File: src/rtl/wb_arb_pkg.sv
// Shared definitions for the Wishbone round-robin arbiter.
//  - ARB_IDLE / ARB_GRANTED : arbiter FSM state encoding
//  - DEF_* localparams      : default bus geometry and watchdog length
//  - onehot_to_index        : converts a one-hot grant (up to 8 masters) to a master index
package wb_arb_pkg;

   localparam logic [0:0] ARB_IDLE    = 1'b0;
   localparam logic [0:0] ARB_GRANTED = 1'b1;

   localparam int DEF_NUM_MASTERS    = 2;
   localparam int DEF_ADDR_W         = 32;
   localparam int DEF_DATA_W         = 32;
   localparam int DEF_TIMEOUT_CYCLES = 255;

   // Callers zero-extend their grant vector to 8 bits; an all-zero input maps to index 0,
   // which is harmless because every use of the index is qualified by the GRANTED state.
   function automatic logic [2:0] onehot_to_index(input logic [7:0] onehot);
      logic [2:0] idx;
      idx = '0;
      for (int i = 0; i < 8; i++) begin
         if (onehot[i]) idx = idx | 3'(i);
      end
      return idx;
   endfunction

endpackage

File: src/rtl/rr_priority_picker.sv
// Combinational round-robin picker.
//  req  : per-master request vector
//  last : one-hot marker of the most recent winner (search starts just above it)
//  gnt  : one-hot winner, all zero when nothing is requested
module rr_priority_picker #(
   parameter int N = 2
) (
   input  logic [N-1:0] req,
   input  logic [N-1:0] last,
   output logic [N-1:0] gnt
);

   logic [2*N-1:0] dbl_req;
   logic [2*N-1:0] base;
   logic [2*N-1:0] dbl_gnt;

   // Requests are duplicated so the search can run off the top of the lower copy and wrap
   // into the upper copy. Subtracting the base (one above the last winner) clears the lowest
   // request at or above it; ANDing with the inverted difference isolates exactly that bit.
   // Folding both halves together turns the position back into a master number.
   assign dbl_req = {req, req};
   assign base    = {{N{1'b0}}, last} << 1;
   assign dbl_gnt = dbl_req & ~(dbl_req - base);
   assign gnt     = dbl_gnt[N-1:0] | dbl_gnt[2*N-1:N];

endmodule

File: src/rtl/wb_rr_arbiter.sv
// Round-robin arbiter sharing one Wishbone slave between NUM_MASTERS masters.
// A winner keeps the bus for its whole cyc; a watchdog aborts a strobe the slave never acks.
//  clk, reset_n        : clock, asynchronous active-low reset
//  i_m_cyc/stb/we      : per-master control, one bit per master
//  i_m_addr/i_m_data   : packed per-master address and write data
//  o_m_ack/o_m_err     : ack and timeout error, routed to the granted master only
//  o_m_data            : slave read data, broadcast to all masters
//  o_s_*               : slave-side bus, driven by the granted master
//  i_s_ack/i_s_data    : slave ack and read data
//  o_grant             : registered one-hot grant, zero when idle
//  o_busy              : high while a master owns the bus
module wb_rr_arbiter
   import wb_arb_pkg::*;
#(
   parameter int NUM_MASTERS    = DEF_NUM_MASTERS,
   parameter int ADDR_W         = DEF_ADDR_W,
   parameter int DATA_W         = DEF_DATA_W,
   parameter int TIMEOUT_CYCLES = DEF_TIMEOUT_CYCLES
) (
   input  logic                          clk,
   input  logic                          reset_n,
   input  logic [NUM_MASTERS-1:0]        i_m_cyc,
   input  logic [NUM_MASTERS-1:0]        i_m_stb,
   input  logic [NUM_MASTERS-1:0]        i_m_we,
   input  logic [NUM_MASTERS*ADDR_W-1:0] i_m_addr,
   input  logic [NUM_MASTERS*DATA_W-1:0] i_m_data,
   output logic [NUM_MASTERS-1:0]        o_m_ack,
   output logic [NUM_MASTERS-1:0]        o_m_err,
   output logic [DATA_W-1:0]             o_m_data,
   output logic                          o_s_cyc,
   output logic                          o_s_stb,
   output logic                          o_s_we,
   output logic [ADDR_W-1:0]             o_s_addr,
   output logic [DATA_W-1:0]             o_s_data,
   input  logic                          i_s_ack,
   input  logic [DATA_W-1:0]             i_s_data,
   output logic [NUM_MASTERS-1:0]        o_grant,
   output logic                          o_busy
);

   // A zero TIMEOUT_CYCLES disables the watchdog; the counter then shrinks to one idle bit.
   localparam bit            WDOG_EN = (TIMEOUT_CYCLES > 0);
   localparam int            CW      = WDOG_EN ? $clog2(TIMEOUT_CYCLES + 1) : 1;
   localparam logic [CW-1:0] LIMIT   = CW'(WDOG_EN ? TIMEOUT_CYCLES - 1 : 0);
   localparam logic [CW-1:0] CMAX    = '1;

   logic [0:0]             state;
   logic [NUM_MASTERS-1:0] grant_q;
   logic [NUM_MASTERS-1:0] pointer_q;
   logic [CW-1:0]          count_q;

   logic [NUM_MASTERS-1:0] req;
   logic [NUM_MASTERS-1:0] pick;
   logic [2:0]             g_idx;
   logic                   granted;
   logic                   sel_cyc;
   logic                   sel_stb;
   logic                   sel_we;
   logic [ADDR_W-1:0]      sel_addr;
   logic [DATA_W-1:0]      sel_data;
   logic                   timeout_hit;
   logic                   leaving;

   assign req     = i_m_cyc & i_m_stb;
   assign granted = (state == ARB_GRANTED);

   rr_priority_picker #(
      .N(NUM_MASTERS)
   ) u_picker (
      .req (req),
      .last(pointer_q),
      .gnt (pick)
   );

   // Select the owning master's bus signals; the result is only used while GRANTED.
   always_comb begin
      g_idx    = onehot_to_index(8'(grant_q));
      sel_cyc  = 1'b0;
      sel_stb  = 1'b0;
      sel_we   = 1'b0;
      sel_addr = '0;
      sel_data = '0;
      for (int k = 0; k < NUM_MASTERS; k++) begin
         if (k == int'(g_idx)) begin
            sel_cyc  = i_m_cyc[k];
            sel_stb  = i_m_stb[k];
            sel_we   = i_m_we[k];
            sel_addr = i_m_addr[k*ADDR_W +: ADDR_W];
            sel_data = i_m_data[k*DATA_W +: DATA_W];
         end
      end
   end

   // A timeout fires on the last allowed unacknowledged strobe; an ack in the same cycle wins.
   assign timeout_hit = WDOG_EN && granted && sel_stb && !i_s_ack && (count_q == LIMIT);
   assign leaving     = granted && (!sel_cyc || timeout_hit);

   // Bus outputs are gated by the state so an async reset silences the slave immediately.
   assign o_s_cyc  = granted && sel_cyc && !timeout_hit;
   assign o_s_stb  = granted && sel_stb && !timeout_hit;
   assign o_s_we   = granted && sel_we;
   assign o_s_addr = granted ? sel_addr : '0;
   assign o_s_data = granted ? sel_data : '0;
   assign o_m_ack  = granted ? (grant_q & {NUM_MASTERS{i_s_ack}}) : '0;
   assign o_m_err  = timeout_hit ? grant_q : '0;
   assign o_m_data = i_s_data;
   assign o_grant  = grant_q;
   assign o_busy   = granted;

   // Arbitration FSM: IDLE picks the next requester after the pointer; GRANTED holds the
   // owner until it drops cyc or the watchdog aborts. The pointer reset value places
   // master 0 first in line.
   always_ff @(posedge clk or negedge reset_n) begin
      if (!reset_n) begin
         state     <= ARB_IDLE;
         grant_q   <= '0;
         pointer_q <= {1'b1, {(NUM_MASTERS-1){1'b0}}};
      end else if (state == ARB_IDLE) begin
         if (|req) begin
            state     <= ARB_GRANTED;
            grant_q   <= pick;
            pointer_q <= pick;
         end
      end else begin
         if (leaving) begin
            state   <= ARB_IDLE;
            grant_q <= '0;
         end
      end
   end

   // Watchdog counts unacknowledged strobe cycles of the current owner and saturates.
   always_ff @(posedge clk or negedge reset_n) begin
      if (!reset_n) begin
         count_q <= '0;
      end else if (!granted || leaving || i_s_ack) begin
         count_q <= '0;
      end else if (sel_stb && (count_q != CMAX)) begin
         count_q <= count_q + 1'b1;
      end
   end

endmodule

File: config.mk
export PLATFORM = sky130hd
export DESIGN_NAME = wb_rr_arbiter
export DESIGN_NICKNAME = d
export VERILOG_FILES = /design/src/rtl/wb_arb_pkg.sv /design/src/rtl/rr_priority_picker.sv /design/src/rtl/wb_rr_arbiter.sv
export SDC_FILE = /design/constraint.sdc
export NUM_CORES = 1
export LEC_CHECK = 0
export CAP_MARGIN = 25
export CORE_AREA = 2 2 106 108
export CTS_CLUSTER_DIAMETER = 200
export DETAILED_ROUTE_END_ITERATION = 8
export DIE_AREA = 0 0 108 110
export GPL_ROUTABILITY_DRIVEN = 0
export PLACE_DENSITY = 0.67
export SLEW_MARGIN = 20
export SYNTH_ARGS = -nofsm -noshare
export SYNTH_HDL_FRONTEND = slang
export SYNTH_HIERARCHICAL = 1
export SYNTH_SLANG_ARGS = --single-unit
File: constraint.sdc
create_clock -name clk -period 1.9 [get_ports clk]
set_input_delay 0.38 -clock clk [delete_from_list [all_inputs] [get_ports clk]]
set_output_delay 0.38 -clock clk [all_outputs]
set_load 0.005 [all_outputs]
==> qor.yml <==
slew_violations: 0
path_clk_slew_ns: 0.06
ys_types: 34
async_flop_share_pct: 100.0
synth.most_common_cell: "mux2i_1"
pwr_density_cell_mw_per_mm2: 474.9
netlist_area_sq_mm: 0.002225
fin_crit_sh_pct: 107.3
worst_pin_slew_ns: 0.3640
track_usage_pct: 14.41
fin_skew_ns: 0.002158
setup_violations: 38
detail_route.vias_per_cell: 4.241
drt_iter0_markers: 57
dpl.hpwl_um: 7577
syn_nets: 435
worstPathArrival_ns: 1.66
layout-drive-gt1-share_pct: 28.30
synth-seq-cells: 13
synth_area_leaders: "mux2i_1 (31%), nor2b_1 (19%), dfrtp_1 (13%)"
cts.path.max_buffers: 2
critPathMaxFanout: 5
cts_tree: "done"
ios: 275
fmax_ghz: 0.4906
vias: 2617
clk_latency_ns: 0.24
drc_errors: 0
avgSynthCellArea_sq_um: 8.459
yosysTopAreaCellShare_pct: 31.50
period_needed_ns: 2.038
setup_ws_ns: -0.1382
ys.flop_type: "dfrtp_1"
ant_nets: 0
io_buffers: 210
cts-root-buf: "clkbuf_8"
violations: "setup timing"
timing.rr.start: "o_grant[1]"
antenna_cells: 0
yosys-top-cells-count: "mux2i_1 (70), nor2b_1 (66), buf_4 (32)"
leakage_nw: 1.895
areaGrowthSynthToFinish_pct: 103.0
preCtsSetupSlack_ns: -0.5773
end_kind: "primary output"
die_area_sq_mm: 0.01188
layout.nets: 650
hp-class: "in2async"
grt_pass1_vias: 2574
first_pass_iters: 4
rsz0062_at_grt: "true"
synth_warnings: 6
wire_per_inst_um: 15.11
wl_um: 9325
cp-start-kind: "register"
synth_edf_count: 0
grt_overflow: 0
synth_area_leader_cell: "mux2i_1"
final_area_sq_mm: 0.004517
die-width_um: 108
required_ns: 1.52
synth_cells: 263
antenna_found_initial: 0
cts.sinks: 13
grt_pass1_wl_um: 13520
peakVddDrop_mv: 0.3661
yosysSeqAreaShare_pct: 14.68
htreeDepth: 1
core_sq_mm: 0.01070
hold_viol: 0
maxCapViolCount: 0
num_rows: 38
crit_start: "o_grant[1]"
place_area_sq_mm: 0.004448
status: "complete, but fails checks"
grt_start_max_net_pins: 38
cts_buffers: 3
start_util_pct: 20.80
holdBufCountCts: 0
slew_headroom_pct: 75.39
path_class: "reg2out"
die_h_um: 110
## cell type report
type                    count  area [sq um]
multi-input cells         199          1622
inverters                   3         11.26
clock buffers               4         45.04
fillers                  1110          6181
repair buffers            258          2332
well taps                 140         175.2
flip-flops and latches     13         331.6
## worst max-delay path: stages (launching register included)
cell and delay [ns]:
dfrtp_4 0.52, mux2i_4 0.21, nor4b_4 0.37, and3_1 0.20
buf_2 0.11
## layout by cell type (no fill, tap or decap), types with 4 or more instances in the layout
cell and n:
buf_8 4, nor2_1 12, dfrtp_1 10, buf_4 23, clkdlybuf4s50_1 135, buf_6 14
and3_1 5, buf_12 4, dlygate4sd2_1 12, nand3_1 5, nand2b_1 4, mux2i_1 66
nor2b_1 65, nand2_1 5, buf_2 59
## worst paths after layout
check                           slack, ns           end  depth (start not counted)
max in group asynchronous            1.22  pointer_q[1]                          2
min in group clk                     0.54  pointer_q[0]                          1
worst max-delay path                -0.14    o_m_err[1]                          4
worst max register to register       0.03    count_q[5]                          7
worst min register to register       0.54  pointer_q[0]                          1
worst min-delay path                 0.44    count_q[2]                          2
## timing repair
action | CTS | global route
resized for setup | 282 | 24
setup endpoints to repair | 74 | 71
setup buffers | 13 | 4
cloned | 4 | 0
pin swaps | 4 | 6
endpoints found under the hold margin | 0 | 0
## metal layers
| metal | vias up | part of all wire (%) | track usage, % |
|---|---|---|---|
| li1 | 1293 | - | - |
| met1 | 1216 | 38 | 16.23 |
| met2 | 90 | 53 | 27.85 |
| met3 | 18 | 7.6 | 2.469 |
| met4 | 0 | 1.7 | 3.846 |
| met5 | - | 0 | 0 |
## power breakdown
group | switching, mW | total, mW | internal [mW]
logic | 0.590 | 1.56 | 0.968
clock network | 0.0984 | 0.247 | 0.148
registers | 0.0326 | 0.341 | 0.308
total | 0.721 | 2.15 | 1.42
## cells by family after synthesis
kind of cell	count (synthesis)	synth area share (%)
multiplexers	75	34.53
XOR/XNOR	1	0.3938
adder cells (fa/ha/maj)	3	2.025
flip-flops	13	14.68
AND/OR/NAND/NOR	106	28.29
AO/OA/AOI/OAI	14	5.343
buffers and inverters	51	14.74
## metrics by stage
step | hold WS, ns | std cells | TNS, ns | total power, mW | utilization, %
final | 0.4414 | 617 | -1.914 | 2.145 | 42.22
after global routing | 0.4532 | 617 | -5.264 | 2.300 | 42.22
after CTS | 0.4408 | 616 | -2.393 | 2.167 | 42.09
after detailed placement | 0.5357 | 596 | -12.08 | 1.940 | 41.58
after global placement | 0.5178 | 596 | -10.46 | 1.919 | 41.58
after floorplan | 0.08441 | 263 | 0 | 1.007 | -
## registers in the layout (all words and copies together), names as in the netlist
register and flops:
count_q 8, o_busy 1, o_grant 2, pointer_q 2
No activity file was read; power rests on OpenSTA's default activity.
